--- src/rtl/uart_rx_axis_bridge.sv ---
// ============================================================================
//  Module   : uart_rx_axis_bridge
//  Purpose  : Buffers bytes from uart_rec and drains them as an AXI-Stream
//             master, marking packet ends on idle timeout or (optionally,
//             macro UART_RX_DELIM_EN) on a delimiter byte.
//  Revision : 1.0 - initial release
// ============================================================================
`default_nettype none

module uart_rx_axis_bridge #(
    parameter int               WIDTH      = 8,
    parameter int               DEPTH      = 16,
    parameter int               CLK_RATE   = 50000000,
    parameter int               BAUD       = 115200,
    parameter int               IDLE_CHARS = 2,
    parameter logic [WIDTH-1:0] DELIM      = WIDTH'(8'h0A)
) (
    input  logic                       clk,
    input  logic                       rst,
    input  logic [WIDTH-1:0]           rx_data,
    input  logic                       rx_valid,
    input  logic                       rx_parity_err,
    output logic [WIDTH-1:0]           m_axis_data,
    output logic                       m_axis_valid,
    output logic                       m_axis_last,
    input  logic                       m_axis_ready,
    output logic                       overflow,
    output logic [7:0]                 err_cnt,
    output logic [$clog2(DEPTH):0]     level
);

    localparam int BAUD_DIV = CLK_RATE / BAUD;
    localparam int TIMEOUT  = IDLE_CHARS * 11 * BAUD_DIV;
    localparam int TW       = (TIMEOUT > 1) ? $clog2(TIMEOUT) : 1;
    localparam int MEM_N    = DEPTH - 1;
    localparam int PW       = (MEM_N > 1) ? $clog2(MEM_N) : 1;
    localparam int CW       = $clog2(DEPTH);
    localparam int LW       = $clog2(DEPTH) + 1;

    localparam logic [TW-1:0] IDLE_MAX = TW'(TIMEOUT - 1);
    localparam logic [PW-1:0] PTR_LAST = PW'(MEM_N - 1);
    localparam logic [LW-1:0] FULL_LVL = LW'(DEPTH);

    // ------------------------------------------------------------------
    // Staging register and idle timer
    // ------------------------------------------------------------------
    logic             stg_v_q, stg_v_d;
    logic [WIDTH-1:0] stg_d_q, stg_d_d;
    logic             stg_close_q, stg_close_d;
    logic [TW-1:0]    idle_cnt_q, idle_cnt_d;
    logic [7:0]       err_cnt_q, err_cnt_d;

    logic             push;
    logic [WIDTH-1:0] push_data;
    logic             push_last;
    logic             is_delim;
    logic             good_byte;

`ifdef UART_RX_DELIM_EN
    assign is_delim = (rx_data == DELIM);
`else
    assign is_delim = 1'b0;
`endif

    // A parity error on the same strobe overrides the byte.
    assign good_byte = rx_valid & ~rx_parity_err;

    always_comb begin
        push        = 1'b0;
        push_data   = stg_d_q;
        push_last   = stg_close_q;
        stg_v_d     = stg_v_q;
        stg_d_d     = stg_d_q;
        stg_close_d = stg_close_q;

        if (good_byte) begin
            push        = stg_v_q;
            push_last   = stg_close_q;
            stg_v_d     = 1'b1;
            stg_d_d     = rx_data;
            stg_close_d = is_delim;
        end else if (!rx_valid && stg_v_q &&
                     (stg_close_q || (idle_cnt_q == IDLE_MAX))) begin
            push        = 1'b1;
            push_last   = 1'b1;
            stg_v_d     = 1'b0;
            stg_close_d = 1'b0;
        end
    end

    always_comb begin
        idle_cnt_d = idle_cnt_q;
        if (rx_valid || rx_parity_err || !stg_v_q) begin
            idle_cnt_d = '0;
        end else if (idle_cnt_q != IDLE_MAX) begin
            idle_cnt_d = idle_cnt_q + TW'(1);
        end
    end

    always_comb begin
        err_cnt_d = err_cnt_q;
        if (rx_parity_err && (err_cnt_q != 8'hFF)) begin
            err_cnt_d = err_cnt_q + 8'd1;
        end
    end

    // ------------------------------------------------------------------
    // Storage: head output register in front of a DEPTH-1 entry ring
    // ------------------------------------------------------------------
    logic [WIDTH:0]   mem_q [MEM_N];
    logic [PW-1:0]    wr_ptr_q, wr_ptr_d;
    logic [PW-1:0]    rd_ptr_q, rd_ptr_d;
    logic [CW-1:0]    mem_cnt_q, mem_cnt_d;
    logic             head_v_q, head_v_d;
    logic [WIDTH-1:0] head_data_q, head_data_d;
    logic             head_last_q, head_last_d;
    logic             ovf_q, ovf_d;
    logic             mem_we;
    logic             full;
    logic             accept;
    logic             pop;
    logic             mem_empty;
    logic [WIDTH:0]   mem_rd;

    function automatic logic [PW-1:0] ptr_inc(input logic [PW-1:0] p);
        return (p == PTR_LAST) ? '0 : p + PW'(1);
    endfunction

    assign level     = LW'(head_v_q) + LW'(mem_cnt_q);
    assign full      = (level == FULL_LVL);
    assign accept    = push & ~full;
    assign pop       = head_v_q & m_axis_ready;
    assign mem_empty = (mem_cnt_q == '0);
    assign mem_rd    = mem_q[rd_ptr_q];

    always_comb begin
        head_v_d    = head_v_q;
        head_data_d = head_data_q;
        head_last_d = head_last_q;
        wr_ptr_d    = wr_ptr_q;
        rd_ptr_d    = rd_ptr_q;
        mem_cnt_d   = mem_cnt_q;
        mem_we      = 1'b0;
        // Overflow is judged on the occupancy at the start of the cycle,
        // so a simultaneous pop does not rescue the incoming entry.
        ovf_d       = ovf_q | (push & full);

        if (pop) begin
            if (!mem_empty) begin
                head_data_d = mem_rd[WIDTH-1:0];
                head_last_d = mem_rd[WIDTH];
                rd_ptr_d    = ptr_inc(rd_ptr_q);
                if (accept) begin
                    mem_we   = 1'b1;
                    wr_ptr_d = ptr_inc(wr_ptr_q);
                end else begin
                    mem_cnt_d = mem_cnt_q - CW'(1);
                end
            end else if (accept) begin
                head_data_d = push_data;
                head_last_d = push_last;
            end else begin
                head_v_d = 1'b0;
            end
        end else if (accept) begin
            if (!head_v_q) begin
                head_v_d    = 1'b1;
                head_data_d = push_data;
                head_last_d = push_last;
            end else begin
                mem_we    = 1'b1;
                wr_ptr_d  = ptr_inc(wr_ptr_q);
                mem_cnt_d = mem_cnt_q + CW'(1);
            end
        end
    end

    always_ff @(posedge clk) begin
        if (mem_we) begin
            mem_q[wr_ptr_q] <= {push_last, push_data};
        end
    end

    always_ff @(posedge clk) begin
        if (rst) begin
            stg_v_q     <= 1'b0;
            stg_d_q     <= '0;
            stg_close_q <= 1'b0;
            idle_cnt_q  <= '0;
            err_cnt_q   <= '0;
            wr_ptr_q    <= '0;
            rd_ptr_q    <= '0;
            mem_cnt_q   <= '0;
            head_v_q    <= 1'b0;
            head_data_q <= '0;
            head_last_q <= 1'b0;
            ovf_q       <= 1'b0;
        end else begin
            stg_v_q     <= stg_v_d;
            stg_d_q     <= stg_d_d;
            stg_close_q <= stg_close_d;
            idle_cnt_q  <= idle_cnt_d;
            err_cnt_q   <= err_cnt_d;
            wr_ptr_q    <= wr_ptr_d;
            rd_ptr_q    <= rd_ptr_d;
            mem_cnt_q   <= mem_cnt_d;
            head_v_q    <= head_v_d;
            head_data_q <= head_data_d;
            head_last_q <= head_last_d;
            ovf_q       <= ovf_d;
        end
    end

    assign m_axis_valid = head_v_q;
    assign m_axis_data  = head_data_q;
    assign m_axis_last  = head_last_q;
    assign overflow     = ovf_q;
    assign err_cnt      = err_cnt_q;

endmodule

`default_nettype wire

--- config.mk ---
export PLATFORM = sky130hd
export DESIGN_NAME = uart_rx_axis_bridge
export DESIGN_NICKNAME = d
export VERILOG_FILES = /design/src/rtl/uart_rx_axis_bridge.sv
export SDC_FILE = /design/constraint.sdc
export NUM_CORES = 1
export LEC_CHECK = 0
export CAP_MARGIN = 10
export CORE_MARGIN = 2
export CORE_UTILIZATION = 45
export DETAILED_ROUTE_END_ITERATION = 16
export HOLD_SLACK_MARGIN = 0.06
export PLACE_DENSITY_LB_ADDON = 0.12
export SETUP_SLACK_MARGIN = 0.05
export SLEW_MARGIN = 0
export SYNTH_ARGS = -nofsm -noshare
export SYNTH_HDL_FRONTEND = slang
export SYNTH_SLANG_ARGS = --single-unit
--- constraint.sdc ---
create_clock -name clk -period 3.6 [get_ports clk]
set_clock_uncertainty 0.05 [all_clocks]
set_input_delay 0.54 -clock clk [delete_from_list [all_inputs] [get_ports clk]]
set_output_delay 0.54 -clock clk [all_outputs]
set_load 0.05 [all_outputs]
==> reports/qor_table.md <==
| Result | This run |
|---|---|
| Result of the run | finished clean |
| Met3 demand-to-capacity share in global routing | 3.78% |
| Master of the slowest instance on the critical path | sky130_fd_sc_hd__clkdlybuf4s50_1 |
| Ratio of cells with drive above 1 in the final layout | 16.4% |
| Number of fill cells in the layout | 1437 |
| Critical-path maximum fanout | 6 |
| Overall overflow remaining after global route | 0 |
| Cts bufs inserted | 17 |
| Clock root buffer | sky130_fd_sc_hd__clkbuf_16 |
| Layout-stage area growth over the synthesis result | 15.9% |
| Remaining number of nets flagged by the antenna check after routing | 0 |
| WP data arrival | 2.33 ns |
| Final Critical Period | 2.92 ns |
| Core outline area | 0.0173 mm2 |
| Remaining routing DRC violations | 0 |
| Flip-flop cell with the highest count after synthesis | sky130_fd_sc_hd__edfxtp_1 |
| Average detailed-routed wire length per instance | 20.9 um |
| CP required | 3.01 ns |
| Total detailed-routing wirelength | 17.6 mm |
| Starting Density | 45.9% |
| Power density of the placed cells | 466 mW/mm2 |
| CTS H-tree depth | 4 |
| Final Hold Slack | 0.451 ns |
| Global-route wire length before repair | 26.9 mm |
| Starting DRT DRC Count | 355 |
| Most used cell along the critical path | sky130_fd_sc_hd__ha_1 |
| Setup CP Type | flip-flop to primary output |
| Die outline height | 137 um |
| Post-synth design cell area | 0.00794 mm2 |
| Unrepaired setup endpoints after global routing | false |
| Number of diodes added for antenna fixing | 0 |
| Overall power consumption | 4290 uW |
| Site row count | 48 |
| Pin count of the biggest net entering global routing | 27 |
| Worst-Margin Slew | 0.900 ns |
| Number of antenna violations at the first check in global routing | 0 |
| Total of endpoints with negative setup slack in the final report | 0 |
| Resized cells post-CTS | 0 |
| FF+latch count, synth | 193 |
| Largest stage delay on the critical path | 0.81 ns |
| Post-layout net count | 621 |
| Worst r2r src | mem_cnt_q[0] |
| Number of flops mapped to enable cells by yosys | 135 |
| Total track usage | 19.8% |
| CP top delay family | buffers and inverters |
| Count of placed standard cells including taps | 807 |
| Met1 track utilization from global routing | 28.3% |
| Number of instances on the worst hold path | 2 |
| Reg2reg path depth | 8 |
| Crit Reg-Reg Endpoint | mem_q[0][7] |
| Cell-by-cell listing of the critical path | ha_1 -> ha_1 -> nand3_1 -> inv_1 -> clkdlybuf4s50_1 |
| Vias per Instance | 5.61 |
| Peak ir drop on the vdd network | 0.000347 V |
| Global-route met2 utilization | 30.6% |
| Slew headroom | 39.9% |
| Highest clock frequency the design can meet | 0.343 GHz |
| Busiest layer in global routing | met2 |
| Proportion of register bits with asynchronous set or reset after synthesis | 0% |
| Gate count after technology mapping | 556 |
| Number of hold-slack violations in the final timing report | 0 |
| Most frequent standard cell in the layout excluding fill and tap cells | sky130_fd_sc_hd__edfxtp_1 |
| Type of destination of the critical path | primary output |
| Number of pins exceeding their max-slew limit in the final report | 0 |
| Overall die area | 0.0187 mm2 |
| Width of the die | 137 um |
| Worst min-delay path class | flip-flop to flip-flop |
| Final worst path period share | 81.1% |
| Via count of the first global-routing pass | 4643 |
| Destination of the worst hold path | overflow |
| Synthesized Nets | 576 |
| Num Clock Sinks | 193 |
| Leading cell types in the layout, fill and taps excluded | 135 x sky130_fd_sc_hd__edfxtp_1, 57 x sky130_fd_sc_hd__dfxtp_1, 49 x sky130_fd_sc_hd__nor2_1 |
| Hold-fix buffers, CTS | 0 |
| Routability cong. | 0.829 |
| Bufs on Longest Clock Path | 2 |
| Buffers on Ports | 36 |
| Number of distinct library cells after synthesis | 51 |
| Per-instance average area after synthesis | 14.3 um2 |
| Sequential share of the synthesized area | 65.7% |
| Setup slack of the most critical reg-to-reg path | 0.96 ns |
| Launch point of the worst hold path | overflow |
| HPWL after detailed placement | 11.7 mm |
| Leakage power figure | 0.00298 uW |
| Number of max-cap violations | 0 |
| Worst skew pair latency | 0.43 ns |
| I/O pin total | 37 |
| Clock-pin slew on the worst setup and hold paths | 0.07 ns |
| Vias post-DR | 4708 |
| Warning count from the yosys run | 0 |
| Drt first pass iters | 6 |
| Post CTS Setup Buffer Count | 0 |
| Final Instance Count excl. Fillers | 839 |
| Launching element type of the critical path | flip-flop |
| Clock tree from TritonCTS | done |
| Sum of buffers and inverters on the critical path | 2 |
-- worst reg2reg max path, cell delays in order (launching register included) --
cell	delay, ns
sky130_fd_sc_hd__dfxtp_1	0.37
sky130_fd_sc_hd__ha_1	0.23
sky130_fd_sc_hd__ha_1	0.30
sky130_fd_sc_hd__nand4bb_1	0.17
sky130_fd_sc_hd__o21ai_0	0.18
sky130_fd_sc_hd__a211o_1	0.34
sky130_fd_sc_hd__buf_4	0.22
sky130_fd_sc_hd__nor4b_2	0.27
sky130_fd_sc_hd__buf_4	0.22
-- flip-flops by register name, summed over array words and instances (netlist names), named ones only --
name	flops
mem_q	135
overflow	1
rd_ptr_q	4
err_cnt	8
mem_cnt_q	4
idle_cnt_q	14
wr_ptr_q	4
m_axis_data	8
stg_v_q	1
push_data	8
m_axis_last	1
m_axis_valid	1
-- through the flow --
stage / setup TNS (ns) / setup slack, ns / instance area, um2 / utilization, %
floorplan: -3.71 / -0.125 / 7940 / -
global placement: 0 / 0.707 / 8640 / 49.9
detailed placement: 0 / 0.636 / 8640 / 49.9
CTS: 0 / 0.658 / 9200 / 53.2
global route: 0 / 0.518 / 9200 / 53.2
finish: 0 / 0.682 / 9200 / 53.2
-- cell families (layout without fill, tap and decap cells) --
group | Yosys count | in the layout | share of synthesized area (%)
mux | 71 | 71 | 13.4
buf+inv | 38 | 96 | 2.10
flops | 193 | 193 | 65.7
compound gates | 68 | 68 | 5.04
simple gates | 158 | 158 | 10.3
fa+ha+maj | 7 | 7 | 1.20
xor+xnor | 21 | 21 | 2.32
-- cells in the mapped netlist, types with 3 or more instances --
cell,count,area share [%]
sky130_fd_sc_hd__nand2b_1,8,0.63
sky130_fd_sc_hd__nor4_1,6,0.47
sky130_fd_sc_hd__a21oi_1,28,1.8
sky130_fd_sc_hd__mux4_2,27,7.7
sky130_fd_sc_hd__mux2_2,13,1.8
sky130_fd_sc_hd__and3_1,4,0.32
sky130_fd_sc_hd__nor2b_1,5,0.39
sky130_fd_sc_hd__nand3_1,10,0.63
sky130_fd_sc_hd__nor3_1,7,0.44
sky130_fd_sc_hd__inv_1,8,0.38
sky130_fd_sc_hd__o21ai_0,15,0.95
sky130_fd_sc_hd__and4_1,4,0.44
sky130_fd_sc_hd__nor3b_1,3,0.28
sky130_fd_sc_hd__or3_1,4,0.32
sky130_fd_sc_hd__nor2_1,49,2.3
sky130_fd_sc_hd__dfxtp_1,58,15
sky130_fd_sc_hd__o211ai_1,3,0.28
sky130_fd_sc_hd__buf_1,4,0.19
sky130_fd_sc_hd__o22ai_1,8,0.63
sky130_fd_sc_hd__edfxtp_1,135,51
sky130_fd_sc_hd__xnor2_1,6,0.66
sky130_fd_sc_hd__nand2_1,39,1.8
sky130_fd_sc_hd__mux2i_1,31,3.9
sky130_fd_sc_hd__xor2_1,15,1.7
sky130_fd_sc_hd__clkbuf_1,17,0.80
sky130_fd_sc_hd__buf_2,7,0.44
sky130_fd_sc_hd__nand4_1,5,0.39
sky130_fd_sc_hd__ha_1,6,0.95
-- where the power goes --
group          leakage, uW  internal (uW)  total (uW)  switching [uW]
clock             0.000270           1030        1810             775
sequential         0.00173           2370        2400            32.8
combinational     0.000986           30.5        74.4            43.9
total              0.00298           3440        4290             851
-- routing by layer --
layer	up-vias	share of wire, %	wire, um
met5	-	0	0
met4	0	1.6	284
met3	20	5.6	984
met2	146	47	8250
met1	2357	46	8050
li1	2185	-	-
-- worst max-delay path by stage --
stage | start | end | slack (ns) | cells past startpoint
2_1_floorplan | m_axis_valid | mem_q[2][0] | -0.13 | 8
3_3_place_gp | rx_valid | mem_q[7][7] | 0.71 | 6
3_5_place_dp | rx_parity_err | mem_q[12][2] | 0.64 | 6
4_1_cts | mem_cnt_q[0] | level[4] | 0.66 | 5
5_1_grt | mem_cnt_q[0] | level[4] | 0.52 | 5
6_report | mem_cnt_q[0] | level[4] | 0.68 | 5
-- area by class of cell --
class                           instances  area (um2)  share of cell area, %
Inverter                                8        30.0                  0.326
Tap cell                              225         282                   3.06
Timing Repair Buffer                   56         510                   5.55
Clock buffer                           21         450                   4.90
Sequential cell                       193        5220                   56.7
Multi-Input combinational cell        325        2600                   28.2
Clock inverter                         11         115                   1.25
No activity file was read; power rests on OpenSTA's default activity.
